<file path="src/rtl/data_ram_arb_pkg.sv">
// data_ram_arb_pkg: shared types and default sizes for the DataRAM arbiter.
package data_ram_arb_pkg;
  localparam int AW_DEF = 8;
  localparam int DW_DEF = 8;
  localparam int MAX_BURST_DEF = 4;
  typedef enum logic [1:0] {IDLE, OWN0, OWN1} arb_state_t;
  typedef logic port_id_t;
endpackage

</file>
<file path="src/rtl/data_ram_arbiter_arb_rr2.sv">
// arb_rr2: two-way picker; on a tie force_switch hands off from last_gnt,
// otherwise the last winner keeps the grant.
module arb_rr2
  import data_ram_arb_pkg::*;
(
  input  logic     req0,
  input  logic     req1,
  input  port_id_t last_gnt,
  input  logic     force_switch,
  output logic     gnt0,
  output logic     gnt1
);
  always_comb begin
    gnt0 = req0 & (~req1 | (force_switch ? last_gnt : ~last_gnt));
    gnt1 = req1 & ~gnt0;
  end
endmodule

</file>
<file path="src/rtl/data_ram_arbiter.sv">
// data_ram_arbiter: round-robin sharing of one DataRAM between the core (port 0)
// and the loader (port 1), with bounded burst lock and 1-cycle read return.
module data_ram_arbiter
  import data_ram_arb_pkg::*;
#(
  parameter int AW = AW_DEF,
  parameter int DW = DW_DEF,
  parameter int MAX_BURST = MAX_BURST_DEF
) (
  input  logic          CLK,
  input  logic          Reset_n,
  input  logic          req0,
  input  logic          we0,
  input  logic          lock0,
  input  logic [AW-1:0] addr0,
  input  logic [DW-1:0] wdata0,
  output logic          gnt0,
  output logic [DW-1:0] rdata0,
  output logic          rvalid0,
  input  logic          req1,
  input  logic          we1,
  input  logic          lock1,
  input  logic [AW-1:0] addr1,
  input  logic [DW-1:0] wdata1,
  output logic          gnt1,
  output logic [DW-1:0] rdata1,
  output logic          rvalid1,
  output logic          MemRead,
  output logic          MemWrite,
  output logic [AW-1:0] Address,
  output logic [DW-1:0] DataSrc,
  input  logic [DW-1:0] DataMemOut
);
  localparam int CW = $clog2(MAX_BURST + 1);
  arb_state_t state_q, state_d, own_g;
  logic [CW-1:0] cnt_q, cnt_d;
  port_id_t last_q, last_d;
  logic [DW-1:0] rdata0_q, rdata0_d, rdata1_q, rdata1_d;
  logic rvalid0_q, rvalid0_d, rvalid1_q, rvalid1_d;
  logic keep, any_g, lock_g;
  // Owner keeps a tie only while it still locks and has burst budget left.
  always_comb keep = ((state_q == OWN0 & lock0) | (state_q == OWN1 & lock1)) & (cnt_q < CW'(MAX_BURST));
  arb_rr2 u_arb (
    .req0        (req0 & Reset_n),
    .req1        (req1 & Reset_n),
    .last_gnt    (last_q),
    .force_switch(~keep),
    .gnt0        (gnt0),
    .gnt1        (gnt1)
  );
  always_comb begin
    Address   = gnt0 ? addr0 : gnt1 ? addr1 : '0;
    DataSrc   = gnt0 ? wdata0 : gnt1 ? wdata1 : '0;
    MemWrite  = (gnt0 & we0) | (gnt1 & we1);
    MemRead   = (gnt0 & ~we0) | (gnt1 & ~we1);
    rvalid0_d = gnt0 & ~we0;
    rvalid1_d = gnt1 & ~we1;
    rdata0_d  = rvalid0_d ? DataMemOut : rdata0_q;
    rdata1_d  = rvalid1_d ? DataMemOut : rdata1_q;
    any_g     = gnt0 | gnt1;
    lock_g    = any_g & (gnt0 ? lock0 : lock1);
    own_g     = gnt1 ? OWN1 : OWN0;
    last_d    = any_g ? gnt1 : last_q;
    state_d   = lock_g ? own_g : IDLE;
    cnt_d     = ~lock_g ? '0 : state_q != own_g ? CW'(1) : cnt_q == CW'(MAX_BURST) ? cnt_q : cnt_q + CW'(1);
  end
  always_ff @(posedge CLK or negedge Reset_n) begin
    if (!Reset_n) begin
      state_q   <= IDLE;
      last_q    <= 1'b1;
      cnt_q     <= '0;
      rdata0_q  <= '0;
      rdata1_q  <= '0;
      rvalid0_q <= 1'b0;
      rvalid1_q <= 1'b0;
    end else begin
      state_q   <= state_d;
      last_q    <= last_d;
      cnt_q     <= cnt_d;
      rdata0_q  <= rdata0_d;
      rdata1_q  <= rdata1_d;
      rvalid0_q <= rvalid0_d;
      rvalid1_q <= rvalid1_d;
    end
  end
  assign rdata0  = rdata0_q;
  assign rdata1  = rdata1_q;
  assign rvalid0 = rvalid0_q;
  assign rvalid1 = rvalid1_q;
endmodule

</file>
<file path="config.mk">
export PLATFORM = sky130hd
export DESIGN_NAME = data_ram_arbiter
export DESIGN_NICKNAME = d
export VERILOG_FILES = /design/src/rtl/data_ram_arb_pkg.sv /design/src/rtl/data_ram_arbiter_arb_rr2.sv /design/src/rtl/data_ram_arbiter.sv
export SDC_FILE = /design/constraint.sdc
export NUM_CORES = 1
export LEC_CHECK = 0
export CAP_MARGIN = 30
export CORE_UTILIZATION = 35
export DETAILED_ROUTE_END_ITERATION = 10
export GPL_TIMING_DRIVEN = 0
export MAX_ROUTING_LAYER = met4
export PLACE_DENSITY_LB_ADDON = 0.15
export SYNTH_ARGS = -nofsm -noshare
export SYNTH_HDL_FRONTEND = slang
export SYNTH_SLANG_ARGS = --single-unit
</file>
<file path="constraint.sdc">
create_clock -name CLK -period 2.3 [get_ports CLK]
set_clock_uncertainty 0.05 [all_clocks]
set_input_delay 0.345 -clock CLK [delete_from_list [all_inputs] [get_ports CLK]]
set_output_delay 0.345 -clock CLK [all_outputs]
set_load 0.005 [all_outputs]
</file>
After elaboration in Yosys (flattened, before gate mapping)
Cells that the tools add are included.

Output and inout port bits: 38. Bits of input ports: 48. Register bits: 24. Word-level logic and storage cells: 47.

Magnitude comparators: 1. Equality and inequality tests: 5. Bitwise operators: 22. Muxes and demuxes: 11. $add $sub $neg: 1.

Operator list (count): $mux W8 (4); $and A1 B1 Y1 (12); $mux W3 (3); $not A1 Y1 (5); $or A1 B1 Y1 (5); $mux W2 (2); $add A3 B1 Y3 const B (1); $eq A3 B3 Y1 const B (1); $lt A3 B3 Y1 const B (1); $ne A3 B3 Y1 const B (1); $eq A2 B1 Y1 const B (1); $eq A2 B2 Y1 const B (1); $mux W1 (2); $ne A2 B2 Y1 (1).

Depth between registers and ports, before layout
Word-level depth: 13. Gate-level depth with buffers: 7. Depth with buffers taken out: 5.

Hierarchy
From an unflattened synthesis, not the netlist that was laid out.

Cells, all modules: 107. Area, all modules: 1227.4 sq um.

Modules (own cells, without submodules): data_ram_arbiter (cells an instance 103, seq. area each 601.8 sq um, times used 1, area an instance 1202.4 sq um); arb_rr2 (cells an instance 4, seq. area each 0.0 sq um, times used 1, area an instance 25.0 sq um).

Least setup slack after synthesis
OpenSTA, ideal clock, no wires.

Kind: register to output. From: register cnt_q[2]. To: output port MemRead. Required time: 1.905 ns. Slack: 0.292 ns. Arrival: 1.613 ns. Path buffers: 1. Stages on the path, launching flop included: 7. Path through: dfrtp_1 > and4bb_4 > o211a_1 > a211oi_2 > and2b_1 > buf_4 > or2_2.

Elaborated cells on any way between the ends: 10. Classes of those cells: order compare: 1; mux: 1; bitwise: 8.

RTL lines: start: declaration (line data_ram_arbiter.sv:36) `logic [CW-1:0] cnt_q, cnt_d;`; start signal: assignment (line data_ram_arbiter.sv:79) `cnt_q <= cnt_d;`; $lt A3 B3 Y1 (line data_ram_arbiter.sv:42) `always_comb keep = ((state_q == OWN0 & lock0) | (state_q == OWN1 & lock1)) & (cnt_q < CW'(MAX_BURST));`; $and A1 B1 Y1 (line data_ram_arbiter.sv:42); $mux W1 (line data_ram_arbiter_arb_rr2.sv:14) `gnt0 = req0 & (~req1 | (force_switch ? last_gnt : ~last_gnt));`; $or A1 B1 Y1 (line data_ram_arbiter_arb_rr2.sv:14); $and A1 B1 Y1 (line data_ram_arbiter_arb_rr2.sv:14); $and A1 B1 Y1; via rvalid0_d (line data_ram_arbiter.sv:39) `logic rvalid0_q, rvalid0_d, rvalid1_q, rvalid1_d;`; $or A1 B1 Y1 (line data_ram_arbiter.sv:55) `MemRead = (gnt0 & ~we0) | (gnt1 & ~we1);`; end: declaration (line data_ram_arbiter.sv:28) `output logic MemRead,`.

The timed path passes the listed nets, and every way through them passes these cells.

Final worst setup path
From: register state_q[0]. To: output port MemRead.

Word-level cells in the longest chain between the ends: 11. Elaborated cells on any way between the ends: 14. Classes of those cells: eq/ne: 2; mux: 1; bitwise: 11.

RTL lines: start: declaration (line data_ram_arbiter.sv:35) `arb_state_t state_q, state_d, own_g;`; start signal: assignment (line data_ram_arbiter.sv:77) `state_q <= state_d;`; $eq A2 B1 Y1 / $eq A2 B2 Y1 (equally long branches) (line data_ram_arbiter.sv:42); $and A1 B1 Y1 (line data_ram_arbiter.sv:42); $or A1 B1 Y1 * (line data_ram_arbiter.sv:42); $and A1 B1 Y1 * (line data_ram_arbiter.sv:42); $mux W1 * (line data_ram_arbiter_arb_rr2.sv:14); $or A1 B1 Y1 * (line data_ram_arbiter_arb_rr2.sv:14); $and A1 B1 Y1 * (line data_ram_arbiter_arb_rr2.sv:14); $not A1 Y1 * (line data_ram_arbiter_arb_rr2.sv:15) `gnt1 = req1 & ~gnt0;`; $and A1 B1 Y1 * (line data_ram_arbiter_arb_rr2.sv:15); $and A1 B1 Y1 *; via rvalid1_d (line data_ram_arbiter.sv:39); $or A1 B1 Y1 * (line data_ram_arbiter.sv:55).

Mark *: on every way through the listed nets, which the timed path passes. The rest lies on a longest branch.

==> impl_results.md <==
- PD cells: 601 mW/mm^2
- Post-Synthesis Cells: 100
- Largest stage delay, worst path: roughly 0.40 ns
- Final hold violations: 0
- Initial Utilization: a little under two fifths
- Fin crit share: 106%
- Crit. End Element: output pin
- PortBufs: between 80 and 90
- Global Route Usage Sum: 21.5%
- Core area: about 0.0034 mm^2
- # clock sinks: 24
- Worst VDD drop: roughly 0.54 mV
- Leak: 1.08 nW
- Synth-to-layout area growth: 86.1%
- Largest net degree at the start of global routing: 24
- Ys flop type: dfrtp_1
- Post-synthesis register bit count: 24
- Worst-Margin Slew: between 0.3 and 0.4 ns
- Final net count: 259
- CTS tree: built
- Htree depth: 1
- Num CTS Buffers: 3
- Final Setup Violations: 19
- Cell Rows: 21
- Die Ht: approximately 62 um
- Critical path class: reg -> out
- RSZ-0062 raised after global routing: true
- EDFF count, synth: 0
- Worst Hold Class: in -> async
- Max Root-Sink Buffers: 2
- # diodes: 0
- Critical path required time: ~1.9 ns
- Arrival @ worst endpoint: between 2 and 2.5 ns
- Worst Path Max Fanout: 4
- DR vias: 1,230
- First-pass GRT wire length: 5720 um
- Final Power: 1.41 mW
- Avg Cell Area, Syn: approximately 13 um^2
- Synth async-reset ratio: 100%
- Register area share after synthesis: between 40% and 50%
- Syn. warnings: 0
- Fmax: around 410 MHz
- Filler Cells Inserted: about 270
- Pre-Repair DR Iteration Count: 4
- Failing checks: setup timing
- Yosys cell types: 32
- Final antenna-violating net count: 0
- Vias in the first global route: 1,227
- Crit-path leading delay family: simple AND/OR/NAND/NOR gates
- Residual DRC count: 0
- Max Slew Vio Count: 0
- Post-DR wirelength/cell: approximately 16 um
- Clock Latency Late Sink: just over 0.3 ns
- Setup WS pre-CTS: -0.894 ns
- Gr ovfl total: 0
- Register area: 602 um^2
- Worst path bufs/invs: 3
- Final min period: about 2.4 ns
- Startpoint class of the critical path: flip-flop
- Die W: ~62 um
- Syn Nets: 150
- Detailed router's first-iteration violation count: 28
- Root Buffer: clkbuf_4
- Multi-input gate area: roughly 620 um^2
- Ratio of cells with drive above 1 in the final layout: between 30% and 40%
- Post-DP HPWL: 2880 um
- Global placement routability congestion: ~0.77
- Drt total wl: about 4000 um
- Slowest stage cell, crit path: dfrtp_1
- CTS clk-pin slew, worst paths: 0.14 ns
- I/O pins: 86
- Synth Cell Area: roughly 0.0013 mm^2
- Drt via density: about 4.8
- Final setup margin: -0.145 ns
- Die area: ~0.0039 mm^2
- Cells along the critical path: and4bb_4 -> buf_6 -> nor4_4 -> buf_4 -> nor4_4 -> or2_4 -> buf_6
- Initial antenna violation count: 0
- Slew margin rel.: 76.8%
- Max-capacitance violation count: 0
- Outcome: complete, but fails checks
## cells in the mapped netlist (2+ instances only)
| master | count | share of area [%] |
|---|---|---|
| nor4_4 | 2 | 3.4 |
| mux2_2 | 16 | 14 |
| nand2_1 | 4 | 1.2 |
| a22o_1 | 16 | 11 |
| ha_1 | 2 | 2.0 |
| and4bb_4 | 2 | 2.6 |
| dfrtp_1 | 23 | 46 |
| o211a_1 | 2 | 1.6 |
| and2_1 | 2 | 0.99 |
| buf_4 | 2 | 1.2 |
| nor3_1 | 2 | 0.79 |
| nor2_1 | 2 | 0.59 |
| buf_2 | 3 | 1.2 |
| inv_1 | 4 | 1.2 |
## placed cells by master, fill, tap and decap left out, types with 2 or more instances in the layout
cell             netlist  final
dfrtp_1               23     23
a22o_1                16     16
ha_1                   2      2
nor2_1                 2      2
buf_4                  2     13
and2_1                 2      2
nor4_4                 2      2
buf_6                  0      9
nand2_1                4      4
o211a_1                2      2
inv_1                  4      4
clkdlybuf4s50_1        0     62
and4bb_4               2      2
dlygate4sd2_1          0      3
buf_2                  3     18
mux2_2                16     16
clkbuf_4               0      3
nor3_1                 2      2
## cell families (layout without fill, tap and decap cells)
family                   Yosys count  after routing  share of synthesized area [%]
AO/OA/AOI/OAI                     26             26                           17.5
XOR/XNOR                           1              1                          0.694
adder cells (fa/ha/maj)            2              2                           1.98
buffers and inverters              9            117                           3.57
flip-flops                        24             24                           47.7
multiplexers                      17             17                           15.1
AND/OR/NAND/NOR                   21             21                           13.5
## timing repair
item / CTS / global route
resized for setup: 95 / 4
endpoints found under the setup margin: 28 / 20
hold buffers: 1 / 0
endpoints found under the hold margin: 5 / 0
buffers inserted: 14 / 2
cloned: 2 / 0
pin swaps: 11 / 6
## power breakdown
group / leakage [nW] / switching [mW] / internal (mW)
registers: 0.296 / 0.0482 / 0.513
logic: 0.754 / 0.176 / 0.369
clock network: 0.0279 / 0.131 / 0.176
## registers in the layout (all words and copies together), names as in the netlist
| name | flops |
|---|---|
| rdata0 | 8 |
| rdata1 | 8 |
| cnt_q | 3 |
| state_q | 2 |
| last_q | 1 |
| rvalid0 | 1 |
| rvalid1 | 1 |
## worst paths after layout
path	endpoint	cells past startpoint	start	slack [ns]
worst max-delay path	MemRead	7	state_q[0]	-0.15
worst min-delay path	rdata0[3]	2	Reset_n	0.09
worst max register to register	rdata0[2]	8	state_q[0]	0.15
worst min register to register	rdata1[4]	1	rdata1[4]	0.47
max in group asynchronous	state_q[1]	2	Reset_n	1.41
min in group CLK	state_q[0]	2	lock0	0.44
## area by class of cell
cell class / count / share of cell area [%]
Sequential cell: 24 / 25.6
Multi-Input combinational cell: 67 / 26.6
Buffer: 4 / 1.92
Clock buffer: 3 / 0.958
Clock inverter: 1 / 1.28
Tap cell: 46 / 2.45
Inverter: 4 / 0.639
Timing Repair Buffer: 105 / 40.6
## stage by stage
stage               utilization [%]  hold WS (ns)  TNS (ns)  area [um^2]  cells
floorplan                         -     -0.000591         0         1260    100
detailed placement             64.9         0.446    -19.91         2200    232
CTS                            68.9        0.0988     -2.10         2330    253
global route                   69.3        0.0872     -4.10         2350    254
global placement               64.0         0.440    -43.27         2170    231
finish                         69.3        0.0932     -2.14         2350    254
## layer usage
| layer | vias to the layer above | share of wire, % | track usage (%) |
|---|---|---|---|
| met5 | - | 0 | - |
| met4 | 0 | 1.6 | 5.40 |
| li1 | 597 | - | - |
| met2 | 26 | 56 | 37.5 |
| met1 | 601 | 39 | 24.8 |
| met3 | 6 | 3.2 | 4.97 |
Note: power is estimated with default switching activity, not from simulation.
